**config.mk**
```make
export PLATFORM = sky130hd
export DESIGN_NAME = xbus_scheduler_flat
export DESIGN_NICKNAME = d
export VERILOG_FILES = /design/src/rtl/xbus_scheduler_if.sv /design/src/rtl/xbus_scheduler.sv /design/src/flat_wrapper.sv
export SDC_FILE = /design/constraint.sdc
export NUM_CORES = 1
export LEC_CHECK = 0
export CORE_AREA = 2 2 113 115
export DETAILED_ROUTE_END_ITERATION = 10
export DIE_AREA = 0 0 115 117
export MAX_ROUTING_LAYER = met4
export PLACE_DENSITY_LB_ADDON = 0.3
export SETUP_SLACK_MARGIN = 0.1
export SYNTH_ARGS = -nofsm -noshare
export SYNTH_HDL_FRONTEND = slang
export SYNTH_SLANG_ARGS = --single-unit
export TNS_END_PERCENT = 100
```
**constraint.sdc**
```tcl
create_clock -name clk -period 5.5 [get_ports clk]
set_input_delay 0.55 -clock clk [delete_from_list [all_inputs] [get_ports clk]]
set_output_delay 0.55 -clock clk [all_outputs]
set_load 0.05 [all_outputs]
```
**src/rtl/xbus_scheduler_if.sv**
```systemverilog
// X bus word channel between the pass scheduler and the multicasters.
// Carries one tagged ifmap/filter/psum word per valid/ready handshake.
interface xbus_scheduler_if #(
  parameter int DATA_WIDTH = 16,
  parameter int NUM_COL    = 4,
  parameter int NUM_ROW    = 4
);
  localparam int XW = $clog2(NUM_COL);
  localparam int YW = $clog2(NUM_ROW);

  logic                    bus_valid;
  logic                    bus_ready;
  logic [DATA_WIDTH-1:0]   bus_ifmap;
  logic [DATA_WIDTH-1:0]   bus_fltr;
  logic [2*DATA_WIDTH-1:0] bus_psum;
  logic [XW-1:0]           x_tag;
  logic [YW-1:0]           y_tag;

  modport master (
    output bus_valid, bus_ifmap, bus_fltr,
    output bus_psum, x_tag, y_tag,
    input  bus_ready
  );

  modport slave (
    input  bus_valid, bus_ifmap, bus_fltr,
    input  bus_psum, x_tag, y_tag,
    output bus_ready
  );
endinterface

```
**src/rtl/xbus_scheduler.sv**
```systemverilog
// X bus pass sequencer: tags source words, drives the bus, flushes casters.
// XBUS_SCHED_FLUSH_TIMEOUT_EN enables the FLUSH_WAIT watchdog.
module xbus_scheduler #(
  parameter int DATA_WIDTH    = 16,
  parameter int NUM_COL       = 4,
  parameter int NUM_ROW       = 4,
  parameter int FLUSH_TIMEOUT = 1024
) (
  input  logic                    clk,
  input  logic                    rst_n,
  input  logic                    cfg_valid,
  output logic                    cfg_ready,
  input  logic [7:0]              cfg_kernel_size,
  input  logic [15:0]             cfg_num_words,
  input  logic                    src_valid,
  output logic                    src_ready,
  input  logic [DATA_WIDTH-1:0]   src_ifmap,
  input  logic [DATA_WIDTH-1:0]   src_fltr,
  input  logic [2*DATA_WIDTH-1:0] src_psum,
  xbus_scheduler_if.master        bus,
  output logic                    flush,
  input  logic                    flush_busy,
  output logic                    done,
  output logic                    timeout_err,
  output logic                    busy
);
  localparam int XW = $clog2(NUM_COL);
  localparam int YW = $clog2(NUM_ROW);
  localparam logic [XW-1:0] X_LAST = XW'(NUM_COL - 1);
  localparam logic [7:0]    K_MAX  = 8'(NUM_ROW);

  typedef enum logic [2:0] {
    IDLE, STREAM, DRAIN, FLUSH, FLUSH_WAIT, DONE
  } state_t;

  state_t                  state;
  logic                    bus_valid;
  logic [DATA_WIDTH-1:0]   ifmap_q;
  logic [DATA_WIDTH-1:0]   fltr_q;
  logic [2*DATA_WIDTH-1:0] psum_q;
  logic [XW-1:0]           x_tag_q;
  logic [YW-1:0]           y_tag_q;
  logic [15:0]             word_cnt;
  logic [XW-1:0]           x_cnt;
  logic [YW-1:0]           y_cnt;
  logic [15:0]             w_last;
  logic [YW-1:0]           y_last;
  logic                    first_wait;
  logic [7:0]              k_clamp;
  logic                    src_acc;
  logic                    wrap_w;
  logic                    wrap_x;
  logic                    last_word;

`ifdef XBUS_SCHED_FLUSH_TIMEOUT_EN
  localparam int WD_W = $clog2(FLUSH_TIMEOUT + 1);
  localparam logic [WD_W-1:0] WD_LAST = WD_W'(FLUSH_TIMEOUT - 1);
  logic [WD_W-1:0] wd_cnt;
  logic            timeout_q;
  assign timeout_err = timeout_q;
`else
  assign timeout_err = 1'b0;
`endif

  assign k_clamp   = (cfg_kernel_size > K_MAX) ? K_MAX : cfg_kernel_size;
  assign cfg_ready = (state == IDLE);
  assign busy      = (state != IDLE);
  assign src_ready = (state == STREAM) && (!bus_valid || bus.bus_ready);
  assign src_acc   = src_valid && src_ready;
  assign wrap_w    = (word_cnt == w_last);
  assign wrap_x    = (x_cnt == X_LAST);
  assign last_word = wrap_w && wrap_x && (y_cnt == y_last);

  assign bus.bus_valid = bus_valid;
  assign bus.bus_ifmap = ifmap_q;
  assign bus.bus_fltr  = fltr_q;
  assign bus.bus_psum  = psum_q;
  assign bus.x_tag     = x_tag_q;
  assign bus.y_tag     = y_tag_q;

  always_ff @(posedge clk) begin
    if (!rst_n) begin
      state      <= IDLE;
      bus_valid  <= 1'b0;
      ifmap_q    <= '0;
      fltr_q     <= '0;
      psum_q     <= '0;
      x_tag_q    <= '0;
      y_tag_q    <= '0;
      word_cnt   <= '0;
      x_cnt      <= '0;
      y_cnt      <= '0;
      w_last     <= '0;
      y_last     <= '0;
      first_wait <= 1'b0;
      flush      <= 1'b0;
      done       <= 1'b0;
`ifdef XBUS_SCHED_FLUSH_TIMEOUT_EN
      wd_cnt     <= '0;
      timeout_q  <= 1'b0;
`endif
    end else begin
      flush <= 1'b0;
      done  <= 1'b0;
      // Accept wins over completion so back-to-back words keep 1/cycle.
      if (src_acc) begin
        bus_valid <= 1'b1;
        ifmap_q   <= src_ifmap;
        fltr_q    <= src_fltr;
        psum_q    <= src_psum;
        x_tag_q   <= x_cnt;
        y_tag_q   <= y_cnt;
      end else if (bus_valid && bus.bus_ready) begin
        bus_valid <= 1'b0;
      end
      unique case (state)
        IDLE: begin
          if (cfg_valid) begin
            w_last   <= cfg_num_words - 16'd1;
            y_last   <= YW'(k_clamp - 8'd1);
            word_cnt <= '0;
            x_cnt    <= '0;
            y_cnt    <= '0;
            if (k_clamp == 8'd0 || cfg_num_words == 16'd0) begin
              state <= FLUSH;
              flush <= 1'b1;
            end else begin
              state <= STREAM;
            end
          end
        end
        STREAM: begin
          if (src_acc) begin
            if (wrap_w) begin
              word_cnt <= '0;
              if (wrap_x) begin
                x_cnt <= '0;
                y_cnt <= y_cnt + YW'(1);
              end else begin
                x_cnt <= x_cnt + XW'(1);
              end
            end else begin
              word_cnt <= word_cnt + 16'd1;
            end
            if (last_word) state <= DRAIN;
          end
        end
        DRAIN: begin
          if (!bus_valid || bus.bus_ready) begin
            state <= FLUSH;
            flush <= 1'b1;
          end
        end
        FLUSH: begin
          state      <= FLUSH_WAIT;
          first_wait <= 1'b1;
`ifdef XBUS_SCHED_FLUSH_TIMEOUT_EN
          wd_cnt     <= '0;
`endif
        end
        FLUSH_WAIT: begin
          first_wait <= 1'b0;
`ifdef XBUS_SCHED_FLUSH_TIMEOUT_EN
          wd_cnt <= wd_cnt + WD_W'(1);
          if (!first_wait && !flush_busy) begin
            state <= DONE;
            done  <= 1'b1;
          end else if (flush_busy && wd_cnt == WD_LAST) begin
            state     <= DONE;
            done      <= 1'b1;
            timeout_q <= 1'b1;
          end
`else
          if (!first_wait && !flush_busy) begin
            state <= DONE;
            done  <= 1'b1;
          end
`endif
        end
        DONE: begin
          state <= IDLE;
`ifdef XBUS_SCHED_FLUSH_TIMEOUT_EN
          timeout_q <= 1'b0;
`endif
        end
        default: state <= IDLE;
      endcase
    end
  end
endmodule

```
**src/flat_wrapper.sv**
```systemverilog
// flat-port wrapper written by rule: the top's interface ports become plain ports
module xbus_scheduler_flat 
#(
  parameter int DATA_WIDTH    = 16,
  parameter int NUM_COL       = 4,
  parameter int NUM_ROW       = 4,
  parameter int FLUSH_TIMEOUT = 1024
)
  (clk, rst_n, cfg_valid, cfg_ready, cfg_kernel_size, cfg_num_words, src_valid, src_ready, src_ifmap, src_fltr, src_psum, flush, flush_busy, done, timeout_err, busy, bus_bus_valid, bus_bus_ifmap, bus_bus_fltr, bus_bus_psum, bus_x_tag, bus_y_tag, bus_bus_ready);
  xbus_scheduler_if #(.DATA_WIDTH(DATA_WIDTH), .NUM_COL(NUM_COL), .NUM_ROW(NUM_ROW)) bus_i ();
  input  logic clk;
  input  logic rst_n;
  input  logic cfg_valid;
  output logic cfg_ready;
  input  logic [7:0] cfg_kernel_size;
  input  logic [15:0] cfg_num_words;
  input  logic src_valid;
  output logic src_ready;
  input  logic [DATA_WIDTH-1:0] src_ifmap;
  input  logic [DATA_WIDTH-1:0] src_fltr;
  input  logic [2*DATA_WIDTH-1:0] src_psum;
  output logic flush;
  input  logic flush_busy;
  output logic done;
  output logic timeout_err;
  output logic busy;
  output wire logic [$bits(bus_i.bus_valid)-1:0] bus_bus_valid;
  output wire logic [$bits(bus_i.bus_ifmap)-1:0] bus_bus_ifmap;
  output wire logic [$bits(bus_i.bus_fltr)-1:0] bus_bus_fltr;
  output wire logic [$bits(bus_i.bus_psum)-1:0] bus_bus_psum;
  output wire logic [$bits(bus_i.x_tag)-1:0] bus_x_tag;
  output wire logic [$bits(bus_i.y_tag)-1:0] bus_y_tag;
  input wire logic [$bits(bus_i.bus_ready)-1:0] bus_bus_ready;
  assign bus_bus_valid = bus_i.bus_valid;
  assign bus_bus_ifmap = bus_i.bus_ifmap;
  assign bus_bus_fltr = bus_i.bus_fltr;
  assign bus_bus_psum = bus_i.bus_psum;
  assign bus_x_tag = bus_i.x_tag;
  assign bus_y_tag = bus_i.y_tag;
  assign bus_i.bus_ready = bus_bus_ready;
  xbus_scheduler #(.DATA_WIDTH(DATA_WIDTH), .NUM_COL(NUM_COL), .NUM_ROW(NUM_ROW), .FLUSH_TIMEOUT(FLUSH_TIMEOUT)) u_core (.clk(clk), .rst_n(rst_n), .cfg_valid(cfg_valid), .cfg_ready(cfg_ready), .cfg_kernel_size(cfg_kernel_size), .cfg_num_words(cfg_num_words), .src_valid(src_valid), .src_ready(src_ready), .src_ifmap(src_ifmap), .src_fltr(src_fltr), .src_psum(src_psum), .bus(bus_i), .flush(flush), .flush_busy(flush_busy), .done(done), .timeout_err(timeout_err), .busy(busy));
endmodule
```
# Yosys cells after proc, flatten, opt, wreduce, memory -nomap -nowiden
# Cells that the tools add are included.
[totals]
elab_cells = 88
out_inout_bits = 75
regBits = 113
in_bits = 94
[op_classes]
add_sub_neg = 5
n_mux = 29
order_cmp = 1
eq_ne = 14
n_reduce_logical = 24
[ops]
columns = ["cell", "count"]
rows = [
  ["16-bit 2-to-1 mux", 3],
  ["16-bit case mux with 2 select lines", 1],
  ["16-bit by 1-bit adder with 16-bit output (second input constant)", 1],
  ["16-bit equality test", 1],
  ["16-bit zero test", 1],
  ["2-bit 2-to-1 mux", 8],
  ["16-bit by 1-bit subtractor with 16-bit output (second input constant)", 1],
  ["3-bit 2-to-1 mux", 5],
  ["3-bit case mux with 5 select lines", 1],
  ["2-bit by 1-bit != test with 1-bit output (second input constant)", 6],
  ["5-bit AND reduction", 2],
  ["8-bit by 3-bit greater-than comparator with 1-bit output (second input constant)", 1],
  ["8-bit zero test", 1],
  ["8-bit 2-to-1 mux", 1],
  ["2-bit case mux with 2 select lines", 2],
  ["3-bit by 2-bit equality test with 1-bit output (second input constant)", 2],
  ["1-bit logical AND", 6],
  ["1-bit 2-to-1 mux", 6],
  ["2-bit nonzero test", 3],
  ["2-bit by 1-bit adder with 2-bit output (second input constant)", 2],
  ["1-bit case mux with 2 select lines", 2],
  ["2-bit AND reduction", 2],
  ["4-bit AND reduction", 1],
  ["3-bit by 1-bit equality test with 1-bit output (second input constant)", 1],
  ["10 further kinds", 13],
]

# Logic depth before layout (Yosys ltp)
# Gate-level depths: netlist (run 1).
[depth]
word_depth = 7
mapped_depth = 7
ltp_nobuf = 7

# Least setup slack after synthesis (run 1)
# No wires, ideal clock.
[synth_path]
path_kind = "input to register"
from = "in cfg_num_words[0]"
to = "reg u_core.flush"
t_required_ps = 5397
t_arrival_ps = 2248
setup_time_ps = 103
stages = 7
n_path_buf = 0
path_slack_ps = 3148
cell_sequence = "inv_1 > ha_1 > or3b_4 > nor4_4 > a22oi_2 > or3b_1 > a2111oi_2"
[synth_via]
elab_chain_len = 5
[synth_rtl]
columns = ["item", "line", "rtl"]
rows = [
  ["from (decl)", "flat_wrapper.sv:16", "input logic [15:0] cfg_num_words;"],
  ["16-bit zero test", "xbus_scheduler.sv:124", "if (k_clamp == 8'd0 || cfg_num_words == 16'd0) begin"],
  ["1-bit logical OR", "xbus_scheduler.sv:124", ""],
  ["1-bit 2-to-1 mux", "xbus_scheduler.sv:124", ""],
  ["1-bit 2-to-1 mux", "xbus_scheduler.sv:118", "if (cfg_valid) begin"],
  ["1-bit case mux with 2 select lines", "xbus_scheduler.sv:116", "unique case (state)"],
  ["to (signal assigned)", "xbus_scheduler.sv:103", "flush <= 1'b0;"],
  ["to (signal assigned)", "xbus_scheduler.sv:126", "flush <= 1'b1;"],
  ["to (signal assigned)", "xbus_scheduler.sv:151", "flush <= 1'b1;"],
  ["to (decl)", "xbus_scheduler.sv:21", "output logic flush,"],
]
# Every way passes these cells.
# A chain may end at the register's enable or synchronous reset.

# Final worst setup path (run 1)
[layout_path]
from = "reg u_core.state[0]"
to = "out src_ready"
[layout_via]
elab_chain_len = 2
[layout_rtl]
columns = ["item", "line", "rtl"]
rows = [
  ["from (decl)", "xbus_scheduler.sv:36", "state_t state;"],
  ["from (signal assigned)", "xbus_scheduler.sv:83", "state <= IDLE;"],
  ["from (signal assigned)", "xbus_scheduler.sv:125", "state <= FLUSH;"],
  ["from (signal assigned)", "xbus_scheduler.sv:128", "state <= STREAM;"],
  ["3-bit by 1-bit equality test with 1-bit output", "xbus_scheduler.sv:68", "assign src_ready = (state == STREAM) && (!bus_valid || bus.bus_ready);"],
  ["1-bit logical AND", "xbus_scheduler.sv:68", ""],
  ["to (decl)", "flat_wrapper.sv:18", "output logic src_ready;"],
]
# Every way passes these cells.

==> results of run 1 <==
-- registers in the layout (all words and copies together) (netlist names) --
signal and count:
u_core.bus.bus_fltr 16, u_core.state 3, u_core.word_cnt 16, u_core.y_last 2
u_core.flush 1, u_core.x_cnt 2, u_core.bus.bus_ifmap 16, u_core.bus.y_tag 2
u_core.bus.bus_psum 32, u_core.done 1, u_core.bus.x_tag 2, u_core.bus.bus_valid 1
u_core.y_cnt 2, u_core.w_last 16, u_core.first_wait 1
-- cell usage after synthesis (all sizes together) (4+ instances only) --
master,instances
a211oi,14
a21oi,79
a311oi,4
clkbuf,40
dfxtp,113
ha,4
inv,4
nand2,146
nand3,8
nand4,4
nor2,29
nor3,24
nor4,10
o21ai,7
or3,6
or4,4
xnor2,19
xor2,24
-- layout by cell type, fill, tap and decap left out, types with 2 or more instances in the layout --
cell	Yosys	layout
a211oi_1	14	14
a21oi_1	79	79
a311oi_1	4	4
and2_1	3	3
and4_1	3	3
buf_4	2	4
clkbuf_1	40	5
clkbuf_16	0	17
clkbuf_8	0	5
clkdlybuf4s50_1	0	167
clkinv_2	0	4
dfxtp_1	113	113
ha_1	4	4
inv_1	3	3
nand2_1	146	146
nand2b_1	2	2
nand3_1	8	7
nand3b_1	2	2
nand4_1	4	4
nor2_1	29	29
nor3_1	23	23
nor4_1	9	9
nor4bb_1	3	3
o21ai_0	7	7
o31ai_1	3	3
or2_1	2	2
or3_1	6	6
or4_1	3	3
xnor2_1	19	19
xor2_1	24	24
-- report_power, final --
part           switching (uW)  internal (uW)
logic                     191            139
registers                24.1            856
clock network             345            677
total                     560           1670
-- logic make-up (layout without fill, tap and decap cells) --
logic type               count (synthesis)  after routing  synth area share
AND/OR/NAND/NOR                        257            257             0.253
flip-flops                             113            113             0.473
multiplexers                             1              1           0.00209
buffers and inverters                   46            207            0.0377
AO/OA/AOI/OAI                          117            117             0.144
XOR/XNOR                                43             43            0.0788
adder cells (fa/ha/maj)                  4              4            0.0105
other                                    1              1          0.000785
-- metal layers --
metal,part of all wire,GRT usage
met3,0.064,0.0520
met4,0.026,0.0924
met2,0.46,0.297
met5,0,-
met1,0.44,0.243
-- area by class of cell --
class | count | area [sq um] | share of cell area
timing repair buffer | 171 | 1700 | 0.240
sequential | 113 | 2260 | 0.320
tap | 150 | 188 | 0.0265
inverter | 4 | 15.0 | 0.00212
clock inverter | 5 | 50.0 | 0.00707
clock buffer | 27 | 513 | 0.0725
multi-input combinational | 423 | 2350 | 0.332
-- critical path: cells and delay by family (launching register included) --
kind                   cells  cell delay [ns]
AND/OR/NAND/NOR            2             0.72
flip-flops                 1             0.59
buffers and inverters      1             0.86
-- stage by stage --
| step | utilization | instance area, sq um | instances | setup slack, ns | hold WS [ns] |
|---|---|---|---|---|---|
| global placement | 0.529 | 6520 | 861 | 2.43 | 0.441 |
| CTS | 0.575 | 7080 | 893 | 2.34 | 0.453 |
| detailed placement | 0.529 | 6520 | 861 | 2.30 | 0.446 |
| finish | 0.575 | 7080 | 893 | 2.37 | 0.450 |
| floorplan | - | 4780 | 582 | 3.15 | 0.461 |
| global route | 0.575 | 7080 | 893 | 2.23 | 0.467 |
-- worst max path at each step --
stage	start	endpoint	slack, ns	cells past startpoint
6_report	u_core.state[0]$_SDFFE_PN0P_	src_ready	2.37	3
3_3_place_gp	cfg_valid	u_core.word_cnt[11]$_SDFFE_PN0P_	2.43	7
2_1_floorplan	cfg_num_words[0]	u_core.flush$_SDFF_PN0_	3.15	7
3_5_place_dp	cfg_valid	u_core.word_cnt[2]$_SDFFE_PN0P_	2.30	7
4_1_cts	u_core.state[0]$_SDFFE_PN0P_	src_ready	2.34	3
5_1_grt	u_core.state[0]$_SDFFE_PN0P_	src_ready	2.23	3
==> results.sh, run 1 <==
export IMPL_status="finished clean"
export IMPL_synth_nets=680
export IMPL_synth_area_sq_um=4780
export IMPL_via_per_inst=5.09
export IMPL_initial_core_util=0.388
export IMPL_hold_viol_final=0
export IMPL_holdPathStages=2
export IMPL_cp_arrival_ns=2.58
export IMPL_core_area_sq_um=12300
export IMPL_drt_initial_drc_count=317
export IMPL_diodes=0
export IMPL_grt_pass1_vias=4291
export IMPL_die_width_um=115
export IMPL_setup_tns_ns=0
export IMPL_grt_max_degree=72
export IMPL_critPathKind="flip-flop to output port"
export IMPL_pin_count=169
export IMPL_vias=4543
export IMPL_htree_levels=4
export IMPL_yosysTopAreaCellShare=0.473
export IMPL_drive_above_1_share=0.0592
export IMPL_yosys_top_cells_area="dfxtp_1 (47%), nand2_1 (11%), a21oi_1 (8.3%)"
export IMPL_path_clk_slew_ns=0.05
export IMPL_fmax_ghz=0.319
export IMPL_path_cells="or3b_2 > nor2_1 > clkdlybuf4s50_1"
export IMPL_ys_seq_area_frac=0.473
export IMPL_power_uw=2230
export IMPL_min_to="u_core.bus.bus_psum[25]$_SDFFE_PN0P_"
export IMPL_detail_route_antenna_nets=0
export IMPL_ff2ff_path_depth=5
export IMPL_drc=0
export IMPL_grt_pass1_wl_um=20300
export IMPL_yosysWarnings=0
export IMPL_fin_worst_skew_ns=0.00804
export IMPL_rows=41
export IMPL_area_delta_synth_final_pct=48.1
export IMPL_netlist_instances=582
export IMPL_drt_pre_antenna_iters=4
export IMPL_crit_slowest_cell="clkdlybuf4s50_1"
export IMPL_worstHoldStart="u_core.bus.bus_psum[25]$_SDFFE_PN0P_"
export IMPL_dp_hpwl_um=8980
export IMPL_fill_cells=1136
export IMPL_crit_path_end_kind="output port"
export IMPL_synth_edf_count=0
export IMPL_track_usage=0.195
export IMPL_antenna_found_initial=0
export IMPL_grt_ovfl_total=0
export IMPL_drv_cap=0
export IMPL_vdd_drop_max_uv=189
export IMPL_cts_tree="built"
export IMPL_cts_resized=0
export IMPL_slew_viol_final=0
export IMPL_port_buffers=167
export IMPL_gp_routability_congestion=0.834
export IMPL_worstReg2RegStart="u_core.state[0]$_SDFFE_PN0P_"
export IMPL_rsz0062_at_grt="false"
export IMPL_postCtsHoldBufs=0
export IMPL_cp_start_kind="flip-flop"
export IMPL_syn_avg_cell_area_sq_um=8.21
export IMPL_numCtsBuffers=17
export IMPL_cts_root_buf="clkbuf_16"
export IMPL_r2r_end="u_core.word_cnt[2]$_SDFFE_PN0P_"
export IMPL_leakage_uw=0.00251
export IMPL_yosys_most_used_dff="dfxtp_1"
export IMPL_routedWlPerCell_um=14.1
export IMPL_cts_setup_buffers=0
export IMPL_clk_path_buf_depth=2
export IMPL_final_min_clock_period_ns=3.13
export IMPL_crit_required_ns=4.95
export IMPL_period_share=0.569
export IMPL_synth_seq_cells=113
export IMPL_async_flop_share=0
export IMPL_cts_sinks=113
export IMPL_die_area_sq_um=13500
export IMPL_dieHeight_um=117
export IMPL_worst_pin_slew_ns=1.24
export IMPL_yosysTopAreaCell="dfxtp_1"
export IMPL_synth_cell_types=52
export IMPL_reg2reg_slack_ns=2.63
export IMPL_max_stage_delay_ns=0.86
export IMPL_max_slew_margin=0.175
export IMPL_hold_class="flip-flop to flip-flop"
export IMPL_setup_viol_count_final=0
export IMPL_power_per_cell_area_nw_per_um2=315
export IMPL_fin_nets=828
export IMPL_wl_um=12600
export IMPL_cp_max_fo=13
export IMPL_insertion_delay_ns=0.40
(Power assumes the default switching activity.)
==> run 2, diff against run 1 <==
==> constraint.sdc (replaced) <==
create_clock -name clk -period 2.9 [get_ports clk]
set_input_delay 0.29 -clock clk [delete_from_list [all_inputs] [get_ports clk]]
set_output_delay 0.29 -clock clk [all_outputs]
set_load 0.05 [all_outputs]
==> run 2 against run 1 <==
  * Clock power rose by 110%
  * Sequential cell count unchanged
  * Combinational power is 94% higher
  * Critical path type unchanged
==> results.sh, run 2 (synthesized netlist as in run 1, its figures left out) <==
export IMPL_largest_reg_flops=32
export IMPL_setup_tns_ns=0
export IMPL_cp_max_fo=13
export IMPL_fmax_ghz=0.394
export IMPL_die_width_um=115
export IMPL_pin_count=169
export IMPL_setup_viol_count_final=0
export IMPL_leakage_uw=0.00257
export IMPL_grt_use_met2=0.302
export IMPL_cts_resized=1
export IMPL_htree_levels=4
export IMPL_endpoint="src_ready"
export IMPL_cp_arrival_ns=2.25
export IMPL_critPathKind="flip-flop to output port"
export IMPL_grt_max_degree=55
export IMPL_insertion_delay_ns=0.41
export IMPL_drc=0
export IMPL_drv_cap=0
export IMPL_antenna_found_initial=0
export IMPL_worst_pin_slew_ns=0.876
export IMPL_die_area_sq_um=13500
export IMPL_routedWlPerCell_um=14.3
export IMPL_initial_core_util=0.388
export IMPL_cts_tree="built"
export IMPL_rsz0062_at_grt="false"
export IMPL_seq_area_sq_um=2260
export IMPL_path_clk_slew_ns=0.05
export IMPL_postCtsHoldBufs=0
export IMPL_vias=4555
export IMPL_cts_sinks=113
export IMPL_slew_viol_final=0
export IMPL_cts_setup_buffers=0
export IMPL_grt_use_met3=0.0587
export IMPL_final_cell_mix="clkdlybuf4s50_1 (166), nand2_1 (146), dfxtp_1 (113)"
export IMPL_startpoint="u_core.state[0]$_SDFFE_PN0P_"
export IMPL_dieHeight_um=117
export IMPL_period_share=0.875
export IMPL_grt_busiest_layer="met2"
export IMPL_multi_input_area_sq_um=2350
export IMPL_port_buffers=167
export IMPL_final_common_cell="clkdlybuf4s50_1"
export IMPL_max_slew_margin=0.415
export IMPL_stdcell_count=896
export IMPL_wl_um=12800
export IMPL_worstReg2RegStart="u_core.state[0]$_SDFFE_PN0P_"
export IMPL_clk_path_buf_depth=2
export IMPL_final_min_clock_period_ns=2.54
export IMPL_ff2ff_path_depth=6
export IMPL_detail_route_antenna_nets=0
export IMPL_diodes=0
export IMPL_cts_root_buf="clkbuf_16"
export IMPL_fin_worst_skew_ns=0.0147
export IMPL_drive_above_1_share=0.0697
export IMPL_reg2reg_slack_ns=0.66
export IMPL_crit_path_end_kind="output port"
export IMPL_fin_nets=833
export IMPL_cp_start_kind="flip-flop"
export IMPL_via_per_inst=5.08
export IMPL_track_usage=0.195
export IMPL_vdd_drop_max_uv=318
export IMPL_hold_class="primary input to flip-flop"
export IMPL_drt_pre_antenna_iters=5
export IMPL_grt_pass1_wl_um=20100
export IMPL_dp_hpwl_um=9230
export IMPL_crit_required_ns=2.61
export IMPL_drt_initial_drc_count=307
export IMPL_status="finished clean"
export IMPL_r2r_end="u_core.word_cnt[6]$_SDFFE_PN0P_"
export IMPL_power_per_cell_area_nw_per_um2=622
export IMPL_final_util=0.585
export IMPL_met1_usage=0.239
export IMPL_place_inst=866
export IMPL_area_delta_synth_final_pct=50.7
export IMPL_gp_routability_congestion=0.865
export IMPL_hold_viol_final=0
export IMPL_grt_ovfl_total=0
export IMPL_fill_cells=1090
export IMPL_rows=41
export IMPL_core_area_sq_um=12300
export IMPL_grt_pass1_vias=4190
export IMPL_numCtsBuffers=17
## run 2: worst min path at each step
stage,cells past startpoint,startpoint,endpoint
floorplan,1,cfg_num_words[0],u_core.w_last[0]$_SDFFE_PN0P_
global placement,2,u_core.bus.bus_fltr[4]$_SDFFE_PN0P_,u_core.bus.bus_fltr[4]$_SDFFE_PN0P_
detailed placement,2,u_core.bus.bus_psum[4]$_SDFFE_PN0P_,u_core.bus.bus_psum[4]$_SDFFE_PN0P_
CTS,3,src_fltr[7],u_core.bus.bus_fltr[7]$_SDFFE_PN0P_
global route,3,src_fltr[11],u_core.bus.bus_fltr[11]$_SDFFE_PN0P_
finish,3,src_fltr[5],u_core.bus.bus_fltr[5]$_SDFFE_PN0P_
## run 2: critical path, cell delays in order (launching register included)
cell,delay (ns)
dfxtp_1,0.58
or3b_2,0.56
nor2_1,0.14
dlygate4sd2_1,0.56
## run 2: through the flow
step / hold slack (ns) / setup WS (ns) / total power [uW] / cell area (sq um)
4_1_cts: 0.411 / 0.348 / 4530 / 7200
3_3_place_gp: 0.441 / 0.221 / 2330 / 6580
2_1_floorplan: 0.386 / 0.796 / 2050 / 4780
6_report: 0.432 / 0.363 / 4480 / 7200
3_5_place_dp: 0.447 / 0.162 / 2340 / 6580
5_1_grt: 0.408 / 0.257 / 4670 / 7200
## run 2: metal layers
layer,share of wire,up-vias
met3,0.059,17
met2,0.49,162
met4,0.015,0
met5,0,-
met1,0.44,2073
li1,-,2303
## run 2: where the power goes
group | leakage [uW] | switching (uW) | internal (uW)
clock network | 0.000304 | 684 | 1490
logic | 0.00134 | 368 | 272
registers | 0.000920 | 45.1 | 1620
## run 2: cell type report
cell class	count	area share
clock buffer	20	0.0648
tap	150	0.0261
inverter	4	0.00208
clock inverter	10	0.0221
sequential	113	0.314
multi-input combinational	423	0.326
timing repair buffer	176	0.245
==> run 3, diff against run 2 <==
--- a/config.mk
+++ b/config.mk
@@ -5,9 +5,9 @@
 export SDC_FILE = /design/constraint.sdc
 export NUM_CORES = 1
 export LEC_CHECK = 0
-export CORE_AREA = 2 2 113 115
+export CORE_AREA = 2 2 107 109
 export DETAILED_ROUTE_END_ITERATION = 10
-export DIE_AREA = 0 0 115 117
+export DIE_AREA = 0 0 109 111
 export MAX_ROUTING_LAYER = met4
 export PLACE_DENSITY_LB_ADDON = 0.3
 export SETUP_SLACK_MARGIN = 0.1
==> run 3 against run 2 <==
  * Maximum frequency grew 0.60%
  * Setup slack gained 0.015 ns
  * Global-route usage grew 3.0 points
  * Register-to-register slack lost 0.13 ns
  * Via count grew 1.2%
  * Clock skew shrank 0.0059 ns
  * Largest cell class unchanged
  * Largest power group unchanged
==> results.sh, run 3 (synthesized netlist as in run 1, its figures left out) <==
export IMPL_crit_required_ns=2.61
export IMPL_hold_viol_final=0
export IMPL_drt_initial_drc_count=266
export IMPL_setup_viol_count_final=0
export IMPL_port_buffers=167
export IMPL_insertion_delay_ns=0.41
export IMPL_critPathTopFamily="simple AND/OR/NAND/NOR gates"
export IMPL_rows=39
export IMPL_crit_buf_inv=1
export IMPL_antenna_found_initial=0
export IMPL_final_util=0.654
export IMPL_detail_route_antenna_nets=0
export IMPL_vdd_drop_max_uv=372
export IMPL_cts_root_buf="clkbuf_16"
export IMPL_worstReg2RegStart="u_core.state[0]$_SDFFE_PN0P_"
export IMPL_final_cell_mix="clkdlybuf4s50_1 (166), nand2_1 (146), dfxtp_1 (113)"
export IMPL_leakage_uw=0.00259
export IMPL_initial_core_util=0.431
export IMPL_rsz0062_at_grt="false"
export IMPL_die_area_sq_um=12100
export IMPL_ff2ff_path_depth=6
export IMPL_drc=0
export IMPL_grt_pass1_wl_um=21000
export IMPL_area_delta_synth_final_pct=51.7
export IMPL_gp_routability_congestion=0.881
export IMPL_cp_start_kind="flip-flop"
export IMPL_crit_path_end_kind="output port"
export IMPL_wl_um=13000
export IMPL_dp_hpwl_um=9170
export IMPL_via_per_inst=5.18
export IMPL_postCtsHoldBufs=0
export IMPL_grt_max_degree=67
export IMPL_fin_worst_skew_ns=0.00876
export IMPL_fin_ws_ns=0.378
export IMPL_worst_pin_slew_ns=0.777
export IMPL_hold_class="primary input to flip-flop"
export IMPL_htree_levels=4
export IMPL_worstHoldStart="src_psum[14]"
export IMPL_fmax_ghz=0.396
export IMPL_period_share=0.870
export IMPL_cts_sinks=113
export IMPL_dieHeight_um=111
export IMPL_fin_nets=833
export IMPL_final_min_clock_period_ns=2.52
export IMPL_drt_pre_antenna_iters=4
export IMPL_max_stage_delay_ns=0.58
export IMPL_reg2reg_slack_ns=0.53
export IMPL_stdcell_count=890
export IMPL_diodes=0
export IMPL_grt_pass1_vias=4472
export IMPL_critPathKind="flip-flop to output port"
export IMPL_drv_cap=0
export IMPL_path_cells="or3b_2 > nor2_1 > dlygate4sd2_1"
export IMPL_max_slew_margin=0.482
export IMPL_setup_tns_ns=0
export IMPL_clk_path_buf_depth=2
export IMPL_largest_reg_flops=32
export IMPL_place_inst=859
export IMPL_track_usage=0.225
export IMPL_grt_ovfl_total=0
export IMPL_numCtsBuffers=17
export IMPL_cts_setup_buffers=0
export IMPL_slew_viol_final=0
export IMPL_drive_above_1_share=0.0710
export IMPL_power_uw=4730
export IMPL_path_clk_slew_ns=0.05
export IMPL_cp_max_fo=13
export IMPL_core_area_sq_um=11100
export IMPL_cts_tree="built"
export IMPL_status="finished clean"
export IMPL_r2r_end="u_core.word_cnt[8]$_SDFFE_PN0P_"
export IMPL_min_to="u_core.bus.bus_psum[14]$_SDFFE_PN0P_"
export IMPL_post_place_ws_ns=0.160
export IMPL_die_width_um=109
export IMPL_routedWlPerCell_um=14.6
export IMPL_power_per_cell_area_nw_per_um2=653
export IMPL_holdPathStages=3
export IMPL_pin_count=169
export IMPL_crit_slowest_cell="dfxtp_1"
export IMPL_vias=4610
export IMPL_final_common_cell="clkdlybuf4s50_1"
export IMPL_cp_arrival_ns=2.23
==> run 3: changes by cell type in the layout (fill, tap and decap cells not counted) <==
cell        before  now
buf_12           2    1
a21oi_2          0    1
clkbuf_8         3    2
clkinv_4         1    0
buf_4            7    8
clkinvlp_4       2    1
a21oi_1         79   78
clkbuf_1         0    1
bufinv_16        4    7
==> run 3: worst max path at each step <==
stage	end	slack [ns]	depth (start not counted)	from
detailed placement	u_core.flush$_SDFF_PN0_	0.16	8	cfg_num_words[0]
global route	src_ready	0.29	3	u_core.state[0]$_SDFFE_PN0P_
CTS	u_core.word_cnt[15]$_SDFFE_PN0P_	0.31	5	u_core.word_cnt[5]$_SDFFE_PN0P_
floorplan	u_core.word_cnt[4]$_SDFFE_PN0P_	0.80	7	u_core.bus.bus_valid$_SDFFE_PN0P_
finish	src_ready	0.38	3	u_core.state[0]$_SDFFE_PN0P_
global placement	u_core.flush$_SDFF_PN0_	0.23	8	cfg_num_words[0]
==> run 3: what timing repair did <==
item	CTS	global route
setup endpoints to repair	1	3
hold endpoints to repair	0	0
cloned	0	0
resized for setup	1	1
==> run 3: per-stage QoR <==
| step | area, sq um | hold slack, ns |
|---|---|---|
| 6_report | 7250 | 0.431 |
| 5_1_grt | 7250 | 0.435 |
| 4_1_cts | 7250 | 0.420 |
| 3_5_place_dp | 6560 | 0.446 |
| 3_3_place_gp | 6560 | 0.441 |
| 2_1_floorplan | 4780 | 0.386 |
==> run 3: cell type report <==
cell class	instances	area [sq um]
fillers	952	3830
multi-input cells	423	2350
flip-flops and latches	113	2260
repair buffers	176	1750
clock buffers	20	457
clock inverters	11	233
well taps	143	179
inverters	4	15.0
==> run 3: tightest hold or removal path, stage by stage <==
cell and delay (ns):
clkdlybuf4s50_1 0.40, nand2_1 0.05, a21oi_1 0.05
==> run 3: where the power goes <==
| part | total, uW | internal [uW] | switching (uW) |
|---|---|---|---|
| registers | 1670 | 1620 | 47.2 |
| clock network | 2420 | 1730 | 692 |
| logic | 638 | 269 | 369 |
| total | 4730 | 3620 | 1110 |
==> run 3: per-layer routing <==
metal / track usage / part of all wire
met1: 0.264 / 0.42
met2: 0.359 / 0.49
met3: 0.0564 / 0.062
met4: 0.103 / 0.026
met5: - / 0
